File: config.mk
export PLATFORM = sky130hd
export DESIGN_NAME = muldiv_unit_flat
export DESIGN_NICKNAME = d
export VERILOG_FILES = /design/src/rtl/muldiv_if.sv /design/src/rtl/muldiv_unit.sv /design/src/flat_wrapper.sv
export SDC_FILE = /design/constraint.sdc
export NUM_CORES = 1
export LEC_CHECK = 0
export CAP_MARGIN = 25
export CORE_ASPECT_RATIO = 0.6
export CORE_MARGIN = 2
export CORE_UTILIZATION = 46
export DETAILED_ROUTE_END_ITERATION = 16
export GPL_TIMING_DRIVEN = 0
export HOLD_SLACK_MARGIN = 0.15
export PLACE_DENSITY = 0.66
export RECOVER_POWER = 25
export SYNTH_ARGS = -nofsm -noshare
export SYNTH_HDL_FRONTEND = slang
export SYNTH_SLANG_ARGS = --single-unit
File: constraint.sdc
create_clock -name clock -period 9.5 [get_ports clock]
set_input_delay 0.95 -clock clock [delete_from_list [all_inputs] [get_ports clock]]
set_output_delay 0.95 -clock clock [all_outputs]
set_load 0.01 [all_outputs]
File: src/rtl/muldiv_if.sv
// Issue/result bundle between the EX-stage controller and the multiply/divide unit.
interface muldiv_if #(
    parameter int WIDTH = 32
);
    logic             start;
    logic [1:0]       op;
    logic [WIDTH-1:0] a;
    logic [WIDTH-1:0] b;
    logic             whi;
    logic             wlo;
    logic [WIDTH-1:0] wdata;
    logic             busy;
    logic             done;
    logic             divzero;
    logic [WIDTH-1:0] hi;
    logic [WIDTH-1:0] lo;

    modport master (
        output start, op, a, b, whi, wlo, wdata,
        input  busy, done, divzero, hi, lo
    );

    modport slave (
        input  start, op, a, b, whi, wlo, wdata,
        output busy, done, divzero, hi, lo
    );
endinterface

File: src/rtl/muldiv_unit.sv
// Iterative mult/multu/div/divu unit owning HI/LO; one bit per clock on magnitudes,
// with sign correction applied in a final fix-up cycle.
module muldiv_unit #(
    parameter int WIDTH = 32
) (
    input logic     clock,
    input logic     reset,
    muldiv_if.slave bus
);
    localparam int CW = $clog2(WIDTH);

    typedef enum logic [1:0] {IDLE, RUN, FIX} state_t;

    state_t             state_q, state_d;
    logic               busy_q, done_q, divzero_q;
    logic [WIDTH-1:0]   hi_q, lo_q;
    logic [1:0]         op_q;
    logic               sa_q, sb_q, bzero_q;
    logic [WIDTH-1:0]   opnd_q;
    logic [CW-1:0]      count_q;
    logic [2*WIDTH:0]   acc_q, acc_step;
    logic [WIDTH:0]     sum, trial;
    logic [2*WIDTH:0]   shl;
    logic [2*WIDTH-1:0] prod;
    logic               is_signed;

    function automatic logic [WIDTH-1:0] magnitude(input logic signed [WIDTH-1:0] v,
                                                   input logic use_sign);
        return (use_sign && v[WIDTH-1]) ? WIDTH'(-v) : v;
    endfunction

    function automatic logic [WIDTH-1:0] cond_neg(input logic [WIDTH-1:0] v, input logic neg);
        return neg ? -v : v;
    endfunction

    function automatic logic [2*WIDTH-1:0] cond_neg2(input logic [2*WIDTH-1:0] v, input logic neg);
        return neg ? -v : v;
    endfunction

    assign is_signed = ~op_q[0];
    assign prod      = cond_neg2(acc_q[2*WIDTH-1:0], is_signed & (sa_q ^ sb_q));

    always_comb begin
        state_d = state_q;
        case (state_q)
            IDLE:    if (bus.start) state_d = RUN;
            RUN:     if (count_q == '0) state_d = FIX;
            FIX:     state_d = IDLE;
            default: state_d = IDLE;
        endcase
    end

    // One iteration: shift-add for multiply, restoring subtract for divide.
    always_comb begin
        sum   = acc_q[2*WIDTH:WIDTH] + {1'b0, opnd_q};
        shl   = {acc_q[2*WIDTH-1:0], 1'b0};
        trial = shl[2*WIDTH:WIDTH] - {1'b0, opnd_q};
        if (op_q[1])
            acc_step = trial[WIDTH] ? shl : {trial, shl[WIDTH-1:1], 1'b1};
        else if (acc_q[0])
            acc_step = {1'b0, sum, acc_q[WIDTH-1:1]};
        else
            acc_step = {1'b0, acc_q[2*WIDTH:1]};
    end

    // Control and architectural state (HI/LO are reset alongside the flags).
    always_ff @(posedge clock) begin
        if (reset) begin
            state_q   <= IDLE;
            busy_q    <= 1'b0;
            done_q    <= 1'b0;
            divzero_q <= 1'b0;
            hi_q      <= '0;
            lo_q      <= '0;
        end else begin
            state_q <= state_d;
            done_q  <= 1'b0;
            case (state_q)
                IDLE: begin
                    if (bus.whi) hi_q <= bus.wdata;
                    if (bus.wlo) lo_q <= bus.wdata;
                    if (bus.start) begin
                        busy_q    <= 1'b1;
                        divzero_q <= 1'b0;
                    end
                end
                FIX: begin
                    busy_q <= 1'b0;
                    done_q <= 1'b1;
                    if (op_q[1]) begin
                        // Remainder negation also restores a negative dividend when b=0.
                        hi_q      <= cond_neg(acc_q[2*WIDTH-1:WIDTH], is_signed & sa_q);
                        lo_q      <= bzero_q ? '1
                                             : cond_neg(acc_q[WIDTH-1:0], is_signed & (sa_q ^ sb_q));
                        divzero_q <= bzero_q;
                    end else begin
                        hi_q <= prod[2*WIDTH-1:WIDTH];
                        lo_q <= prod[WIDTH-1:0];
                    end
                end
                default: ;
            endcase
        end
    end

    // Datapath registers carry no reset; they are always reloaded on issue.
    always_ff @(posedge clock) begin
        if (state_q == IDLE && bus.start) begin
            op_q    <= bus.op;
            sa_q    <= bus.a[WIDTH-1];
            sb_q    <= bus.b[WIDTH-1];
            bzero_q <= (bus.b == '0);
            opnd_q  <= magnitude(bus.b, ~bus.op[0]);
            acc_q   <= {{(WIDTH+1){1'b0}}, magnitude(bus.a, ~bus.op[0])};
            count_q <= CW'(WIDTH-1);
        end else if (state_q == RUN) begin
            acc_q   <= acc_step;
            count_q <= count_q - 1'b1;
        end
    end

    assign bus.busy    = busy_q;
    assign bus.done    = done_q;
    assign bus.divzero = divzero_q;
    assign bus.hi      = hi_q;
    assign bus.lo      = lo_q;
endmodule

File: src/flat_wrapper.sv
// flat-port wrapper written by rule: the top's interface ports become plain ports
module muldiv_unit_flat 
#(
    parameter int WIDTH = 32
)
  (clock, reset, bus_start, bus_op, bus_a, bus_b, bus_whi, bus_wlo, bus_wdata, bus_busy, bus_done, bus_divzero, bus_hi, bus_lo);
  muldiv_if #(.WIDTH(WIDTH)) bus_i ();
  input logic clock;
  input logic reset;
  input wire logic [$bits(bus_i.start)-1:0] bus_start;
  input wire logic [$bits(bus_i.op)-1:0] bus_op;
  input wire logic [$bits(bus_i.a)-1:0] bus_a;
  input wire logic [$bits(bus_i.b)-1:0] bus_b;
  input wire logic [$bits(bus_i.whi)-1:0] bus_whi;
  input wire logic [$bits(bus_i.wlo)-1:0] bus_wlo;
  input wire logic [$bits(bus_i.wdata)-1:0] bus_wdata;
  output wire logic [$bits(bus_i.busy)-1:0] bus_busy;
  output wire logic [$bits(bus_i.done)-1:0] bus_done;
  output wire logic [$bits(bus_i.divzero)-1:0] bus_divzero;
  output wire logic [$bits(bus_i.hi)-1:0] bus_hi;
  output wire logic [$bits(bus_i.lo)-1:0] bus_lo;
  assign bus_i.start = bus_start;
  assign bus_i.op = bus_op;
  assign bus_i.a = bus_a;
  assign bus_i.b = bus_b;
  assign bus_i.whi = bus_whi;
  assign bus_i.wlo = bus_wlo;
  assign bus_i.wdata = bus_wdata;
  assign bus_busy = bus_i.busy;
  assign bus_done = bus_i.done;
  assign bus_divzero = bus_i.divzero;
  assign bus_hi = bus_i.hi;
  assign bus_lo = bus_i.lo;
  muldiv_unit #(.WIDTH(WIDTH)) u_core (.clock(clock), .reset(reset), .bus(bus_i));
endmodule
* After elaboration in Yosys (flattened, before gate mapping)
Cells that the tools add are included.
** Storage, ports and cells
- Memory bits (writable) :: 0
- Input port bits :: 103
- Memories :: 0
- Output and inout bits :: 67
- Bits in read-only memories :: 0
- Latch bits :: 0
- Register bits after elaboration :: 176
** Cells by class
- Add/subtract/negate cells :: 8
- Bitwise gates (word level) :: 5
- Reduce and logical (&&, ||, !) cells :: 13
- Mux-type cells :: 26
- Shift operators :: 0
- Multiply operators :: 0
- Div/mod/pow operators :: 0
- Equal/unequal tests :: 7
- Order comparisons :: 0
** Operators by type and width (number)
- $mux W32 :: 11
- $mux W65 :: 2
- $mux W64 :: 2
- $neg A32 Y32 :: 4
- $pmux W32 S2 :: 2
- $neg A64 Y64 :: 1
- $add A33 B32 Y33 :: 1
- $sub A33 B32 Y33 :: 1
- $logic_not A32 Y1 :: 1
- $reduce_and A2 Y1 :: 4
- $ne A2 B2 Y1 const B :: 3
- $logic_not A5 Y1 :: 1
- $sub A5 B1 Y5 const B :: 1
- $mux W1 :: 4
- $mux W2 :: 2
- $ne A2 B1 Y1 const B :: 2
- $pmux W1 S2 :: 2
- $pmux W2 S2 :: 1
- $reduce_bool A2 Y1 :: 2
- $logic_and A1 B1 Y1 :: 3
- $reduce_and A3 Y1 :: 1
- $and A1 B1 Y1 :: 2
- $eq A2 B1 Y1 const B :: 1
- $eq A2 B2 Y1 const B :: 1
- 3 further kinds :: 4

* Longest topological paths before layout
Gate-level depths: netlist of the first run.
- Depth in word-level cells :: 6
- Mapped depth :: 20
- Depth with buffers taken out :: 19

* Worst setup path after synthesis of the first run
Ideal clock, no wire load.
- Path kind :: reg-to-reg
- From :: reg u_core.acc_q[31]
- To :: reg u_core.acc_q[33]
- Path buffers :: 2
- Slack :: 5.793 ns
- Data required time :: 9.345 ns
- Setup time :: 0.155 ns
- Clock period less this slack :: 3.707 ns
- Stages on the path, launching flop included :: 19
- Data arrival time :: 3.551 ns
- Cell sequence :: edfxtp_1 inv_1 ha_1 fa_1 nor2b_1 o2111ai_1 a21oi_1 o211ai_1 a31oi_1 o21ai_0 a21oi_1 a21o_1 a21o_1 ha_1 buf_1 clkbuf_1 a21oi_1 a21oi_1 o22ai_1
** Between the ends
- Longest elaborated chain between the ends :: 3
** RTL lines
- start: declaration :: line muldiv_unit.sv:21 : logic [2*WIDTH:0] acc_q, acc_step;
- start signal: assignment :: line muldiv_unit.sv:114 : acc_q <= {{(WIDTH+1){1'b0}}, magnitude(bus.a, ~bus.op[0])};
- start signal: assignment :: line muldiv_unit.sv:117 : acc_q <= acc_step;
- $sub A33 B32 Y33 :: line muldiv_unit.sv:57 : trial = shl[2*WIDTH:WIDTH] - {1'b0, opnd_q};
- $mux W65 :: line muldiv_unit.sv:59 : acc_step = trial[WIDTH] ? shl : {trial, shl[WIDTH-1:1], 1'b1};
- $mux W65 :: line muldiv_unit.sv:58 : if (op_q[1])
Every way passes these cells.
A chain may end at the register's enable or synchronous reset.

* Final worst setup path of the first run
- From :: reg u_core.acc_q[32]
- To :: reg u_core.acc_q[46]
** Between the ends
- Longest elaborated chain between the ends :: 3
- Elaborated cells on any way between the ends :: 5
- Classes of those cells :: 2 x add/sub; 3 x mux
** RTL lines (line)
- $add A33 B32 Y33 / $sub A33 B32 Y33 (equally long branches) :: muldiv_unit.sv:55, muldiv_unit.sv:57
- $mux W64 / $mux W65 (equally long branches) :: muldiv_unit.sv:60, muldiv_unit.sv:59
- $mux W65 * :: muldiv_unit.sv:58
Mark *: on every way between the ends. The rest lies on a longest branch, timed or not.

==> results of run 1 <==
[worst paths after layout]
path	end	slack, ps	cells past startpoint
setup / recovery	u_core.acc_q[46]$_SDFFE_PP0P_	3470	17
hold / removal	u_core.bus.lo[3]$_SDFFE_PP0P_	450	2
setup reg to reg	u_core.acc_q[46]$_SDFFE_PP0P_	3470	17
hold reg to reg	u_core.bus.lo[3]$_SDFFE_PP0P_	450	2
[cell usage after synthesis (15+ instances only)]
library cell and number:
dfxtp_1 107, xor2_1 80, a31oi_1 22, nand4_1 15, inv_1 66, nand3_1 35, o221ai_1 30, xnor2_1 87
o21ai_0 129, clkbuf_1 104, nor2b_1 33, nor3_1 40, a21o_1 32, a22o_1 15, nand2b_1 21, nor4_1 17
nand2_1 162, edfxtp_1 69, mux2i_1 43, a211oi_1 45, nor2_1 144, a21oi_1 173, o22ai_1 19, o31ai_1 23
or3_1 25, ha_1 70
[layer usage]
layer | vias to the layer above | global-route usage, % | share of wire (%)
met5 | - | 0 | 0.018
met4 | 2 | 5.671 | 1.1
met3 | 45 | 14.56 | 13
met2 | 751 | 41.76 | 36
met1 | 7228 | 53.51 | 49
li1 | 6946 | - | -
[cell families (layout without fill, tap and decap cells)]
| logic type | count (synthesis) | in the layout |
|---|---|---|
| AOI/OAI and AO/OA | 572 | 572 |
| xor gates and xnor gates | 167 | 167 |
| adders and majority gates | 72 | 72 |
| buffers and inverters | 185 | 390 |
| DFF | 176 | 176 |
| muxes | 45 | 45 |
| other | 0 | 1 |
| and+or+nand+nor | 566 | 566 |
[state kept, by name, summed over array words and instances (netlist names)]
signal	cells
u_core.acc_q	65
u_core.bus.busy	1
u_core.bus.divzero	1
u_core.bus.done	1
u_core.bus.hi	32
u_core.bus.lo	32
u_core.bzero_q	1
u_core.count_q	5
u_core.op_q	2
u_core.opnd_q	32
u_core.sa_q	1
u_core.sb_q	1
u_core.state_q	2
[final cells by class]
class | instances | area, um^2
diodes | 1 | 2.502
plain buffers | 119 | 462.9
well taps | 408 | 510.5
flip-flops and latches | 176 | 4214
multi-input cells | 1422 | 9323
clock inverters | 15 | 163.9
clock buffers | 17 | 425.4
inverters | 66 | 247.7
repair buffers | 173 | 1749
fillers | 2881 | 13130
[worst reg2reg max path, stage by stage, from the launching register on]
cell       delay, ps
dfxtp_1          510
inv_1            320
fa_1             510
nor2b_1          220
o2111ai_1        230
a21oi_1          490
o211ai_1         270
a31oi_1          290
o21ai_0          180
a21oi_1          240
a21o_1           150
a21o_1           130
ha_1             230
clkbuf_1         520
clkbuf_1         640
nor2_1           270
a222oi_1         530
o31ai_1          160
[power by group through the flow]
stage	combinational (mW)	clock (mW)	sequential, mW
floorplan	1.19	0	1.01
detailed placement	1.74	0	1.08
global route	1.95	0.766	1.08
finish	1.80	0.733	1.07
global placement	1.72	0	1.08
CTS	1.75	0.732	1.06
==> impl_results.md, run 1 <==
- Max Fanout on Critical Path: 10
- Fin util: 56.57%
- Post-Synth XOR/XNOR Area: 10.27%
- Post_cts resized: 0
- Pint: 1.929 mW
- Dominant cells by area after synthesis: dfxtp_1 15%, edfxtp_1 15%, ha_1 6.1%, a21oi_1 6.1%, xnor2_1 5.3%
- Worst Max-Slew Pin Slew: 1083 ps
- DRT Pass-1 Iters: 5
- Cts hold-fix bufs: 0
- Die height: 140.3 um
- Clock Latency Late Sink: 470 ps
- Worst r2r src: u_core.acc_q[32]$_SDFFE_PP0P_
- Reg clk slew, reported paths: 80 ps
- Routed via count: 14970
- Hold path startpoint: u_core.bus.lo[3]$_SDFFE_PP0P_
- Peak supply drop: 0.1351 mV
- Mapped Avg Cell Area: 7.990 um^2
- RSZ-0062 raised after global routing: no
- Place WS: 3956 ps
- Leading cell types in the layout, fill and taps excluded: 173 x a21oi_1, 162 x nand2_1, 144 x nor2_1
- Post-layout net count: 2150
- Cells after synthesis: 1783
- P_sw: 1.673 mW
- Relative slew slack: 27.27%
- Worst Path Required: 9820 ps
- PD cells: 210.7 nW/um^2
- IO Pins: 170
- Cell Area, Placed: 16500 um^2
- Slowest CP cell: clkbuf_1
- Max-cap violations: 0
- Vias/cell: 6.246
- PnR worst setup slack: 3468 ps
- Share of layout cells above drive strength 1: 3.722%
- Lkg Pwr: 6.761 nW
- Cell area after layout: 17100 um^2
- H-tree lvl count: 4
- Final Non-Filler Cells: 2397
- Commonest non-fill, non-tap cell in the layout: a21oi_1
- Clock skew: 12.89 ps
- Post-synthesis adder-cell area fraction: 6.429%
- WS Path Type: reg -> reg
- Core ar.: 30230 um^2
- Switching share of power: 46.44%
- Chip Width: 231.2 um
- Number of port buffers: 169
- Remaining DRCs: 0
- Post-synth EDFFs: 69
- Dpl cells: 2362
- Avg WL per Cell: 23.34 um
- Synth Area in Simple Gates: 20.14%
- Crit path buf inv count: 3
- Dpl hpwl: 45190 um
- Die footprint: 32440 um^2
- Hold crit path type: reg -> reg
- Post-synth net total: 1958
- Largest family of logic cells by synthesized area: compound AO/OA/AOI/OAI gates
- Endpoints failing setup: 0
- Post-Synthesis Cell Area: 14250 um^2
- Layout area overhead: 20.02%
- # rows: 49
- Delay of the slowest critical-path stage: 630 ps
- Post-synth top area cell: dfxtp_1
- Post-CTS Setup Bufs: 0
- Cell family with most CP delay: compound AO/OA/AOI/OAI gates
- TritonCTS buffer count: 17
- FF+latch count, synth: 176
- Hold slack final: 449.3 ps
- Combinational share of power: 50.1%
- Post-synth top area share: 15.04%
- Fin Setup TNS: 0 ps
- Sequential share of power: 29.6%
- Initial antenna violation count: 2
- CP Capture Type: register
- Routability-driven placement congestion ratio: 0.9965
- Power, Total: 3.602 mW
- Root buf cell: clkbuf_16
- Yosys warning total: 0
- Proportion of synthesized area in mux cells: 3.179%
- Pin count of the biggest net entering global routing: 39
- Crit. Startpoint: u_core.acc_q[32]$_SDFFE_PP0P_
- Final Cycle Share: 63.49%
- Vias in the first global route: 13620
- Worst EP arrival: 6350 ps
- GRT Overall Usage: 34.04%
- TritonCTS clock tree: done
- Tmin final: 6032 ps
- WL final: 55940 um
- Clock Path Buffers: 2
- First-pass GRT wire length: 83120 um
- Grt total ovfl: 0
- Post-synthesis compound-gate area fraction: 25.43%
- Starting DRT DRC Count: 1786
- FMAX: 0.1658 GHz
- Yosys cell types: 79
- Max Slew Vio Count: 0
- Worst setup SP type: register
- Antenna Nets Post-Route: 0
- Async S/R FF share, synth: 0%
- Seq/Total Area, Yosys: 29.58%
- Status: finished, final reports clean
- Fin. Hold Viols: 0
- Cell Chain, Critical Path: inv_1 > fa_1 > nor2b_1 > o2111ai_1 > a21oi_1 > o211ai_1 > a31oi_1 > o21ai_0 > a21oi_1 > a21o_1 > a21o_1 > ha_1 > clkbuf_1 > clkbuf_1 > nor2_1 > a222oi_1 > o31ai_1
- Sink Count: 176
- Primary FF master, synth: dfxtp_1
- Starting Density: 47.13%
- Power share of the clock group: 20.3%
Note: power is estimated with default switching activity, not from simulation.
==> inputs of run 2 (changes only) <==
==> constraint.sdc (replaced) <==
create_clock -name clock -period 5.75 [get_ports clock]
set_input_delay 0.575 -clock clock [delete_from_list [all_inputs] [get_ports clock]]
set_output_delay 0.575 -clock clock [all_outputs]
set_load 0.01 [all_outputs]
==> impl_results.md, run 2 (same netlist as run 1, synthesis figures left out) <==
- WL final: 56010 um
- Clock skew: 12.69 ps
- Pin count of the biggest net entering global routing: 39
- Remaining DRCs: 0
- Diode count: 0
- Chip Width: 231.2 um
- Power, Total: 5.963 mW
- Layout fillers: 2877
- Clock Path Buffers: 2
- Cell Chain, Critical Path: inv_1 > fa_1 > nor2b_1 > o2111ai_1 > a21oi_1 > o211ai_1 > a31oi_1 > o21ai_0 > a21oi_1 > a21o_1 > a21o_1 > ha_1 > clkbuf_2 > clkbuf_2 > nor2_1 > a222oi_1 > o31ai_1
- Worst Max-Slew Pin Slew: 1070 ps
- H-tree lvl count: 4
- Dpl hpwl: 45190 um
- TritonCTS clock tree: done
- Post-layout net count: 2150
- Die footprint: 32440 um^2
- Worst Path Required: 6070 ps
- Fin. Hold Viols: 0
- Relative slew slack: 28.14%
- PD cells: 348.7 nW/um^2
- Top reg by flops: u_core.acc_q
- Sequential cell area: 4214 um^2
- Commonest non-fill, non-tap cell in the layout: a21oi_1
- Max Fanout on Critical Path: 10
- Starting Density: 47.13%
- Place WS: 206.0 ps
- IO Pins: 170
- # rows: 49
- Status: finished, final reports clean
- Sink Count: 176
- RSZ-0062 raised after global routing: no
- WS Path Type: reg -> reg
- Number of port buffers: 169
- GRT Overall Usage: 34.04%
- Max Slew Vio Count: 0
- Worst setup SP type: register
- Delay of the slowest critical-path stage: 530 ps
- Cts hold-fix bufs: 0
- Clock Latency Late Sink: 470 ps
- CP Capture Type: register
- Peak supply drop: 0.2210 mV
- Worst EP arrival: 5860 ps
- Vias/cell: 6.273
- Hold crit path type: reg -> reg
- Antenna Nets Post-Route: 0
- First-pass GRT wire length: 83120 um
- Grt total ovfl: 0
- Post-CTS Setup Bufs: 0
- Crit path buf inv count: 3
- Vias in the first global route: 13620
- Share of layout cells above drive strength 1: 3.873%
- Lkg Pwr: 6.770 nW
- Core ar.: 30230 um^2
- Reg clk slew, reported paths: 80 ps
- Slowest CP cell: a222oi_1
- FMAX: 0.1804 GHz
- Multi-input gate area: 9323 um^2
- Endpoints failing setup: 0
- PnR worst setup slack: 207.2 ps
- Die height: 140.3 um
- Root buf cell: clkbuf_16
- DRT Pass-1 Iters: 6
- Tmin final: 5543 ps
- Max-cap violations: 0
- Initial antenna violation count: 1
- Routed via count: 15030
- Max reg flops: 65
- Layout area overhead: 20.03%
- Avg WL per Cell: 23.38 um
- Final Cycle Share: 96.40%
- Fin Setup TNS: 0 ps
- Leading cell types in the layout, fill and taps excluded: 173 x a21oi_1, 162 x nand2_1, 144 x nor2_1
- TritonCTS buffer count: 17
- Cell family with most CP delay: compound AO/OA/AOI/OAI gates
- Starting DRT DRC Count: 1726
- Routability-driven placement congestion ratio: 0.9965
-- run 2: cell count changes in the layout (fill, tap and decap cells not counted), sizes merged --
cell,change
clkdlybuf4s50,+3
dlygate4sd3,-3
diode,-1
-- run 2: worst paths after layout --
check,depth (start not counted),slack [ps],start,to
setup / recovery,17,210,u_core.acc_q[32]$_SDFFE_PP0P_,u_core.acc_q[46]$_SDFFE_PP0P_
setup reg to reg,17,210,u_core.acc_q[32]$_SDFFE_PP0P_,u_core.acc_q[46]$_SDFFE_PP0P_
hold reg to reg,2,450,u_core.bus.lo[3]$_SDFFE_PP0P_,u_core.bus.lo[3]$_SDFFE_PP0P_
hold / removal,2,450,u_core.bus.lo[3]$_SDFFE_PP0P_,u_core.bus.lo[3]$_SDFFE_PP0P_
-- run 2: through the flow --
stage	util, %	hold slack (ps)	area (um^2)	cells
2_1_floorplan	-	443.6	14250	1783
3_3_place_gp	54.42	446.5	16450	2360
3_5_place_dp	54.58	447.8	16500	2362
4_1_cts	56.53	458.7	17090	2394
5_1_grt	56.58	469.5	17100	2396
6_report	56.58	449.2	17100	2396
-- run 2: power by group --
group	internal, mW	total, mW	switching (mW)
Sequential	1.48	1.76	0.282
Clock	0.585	1.21	0.625
Combinational	1.13	2.99	1.86
-- run 2: worst reg2reg max path, stage by stage, from the launching register on --
cell and delay (ps):
dfxtp_1 510, inv_1 320, fa_1 500, nor2b_1 220, o2111ai_1 240, a21oi_1 500
o211ai_1 280, a31oi_1 280, o21ai_0 180, a21oi_1 240, a21o_1 150, a21o_1 130
ha_1 230, clkbuf_2 330, clkbuf_2 410, nor2_1 200, a222oi_1 530, o31ai_1 160
-- run 2: what timing repair did --
item	in CTS	in global routing
hold endpoints to repair	0	0
resized for setup	0	6
setup endpoints to repair	0	13
-- run 2: layout make-up --
| type | count | share of cell area, % |
|---|---|---|
| well taps | 408 | 2.985 |
| repair buffers | 173 | 10.23 |
| clock buffers | 17 | 2.488 |
| inverters | 66 | 1.449 |
| plain buffers | 119 | 2.729 |
| flip-flops and latches | 176 | 24.64 |
| clock inverters | 15 | 0.9585 |
| multi-input cells | 1422 | 54.52 |
-- run 2: routing by layer --
layer	vias up	routed length, um	track usage [%]	part of all wire, %
met3	46	7787	14.56	14
met4	2	576	5.671	1.0
li1	6931	-	-	-
met5	-	10	0	0.018
met2	807	20330	41.76	36
met1	7243	27310	53.51	49
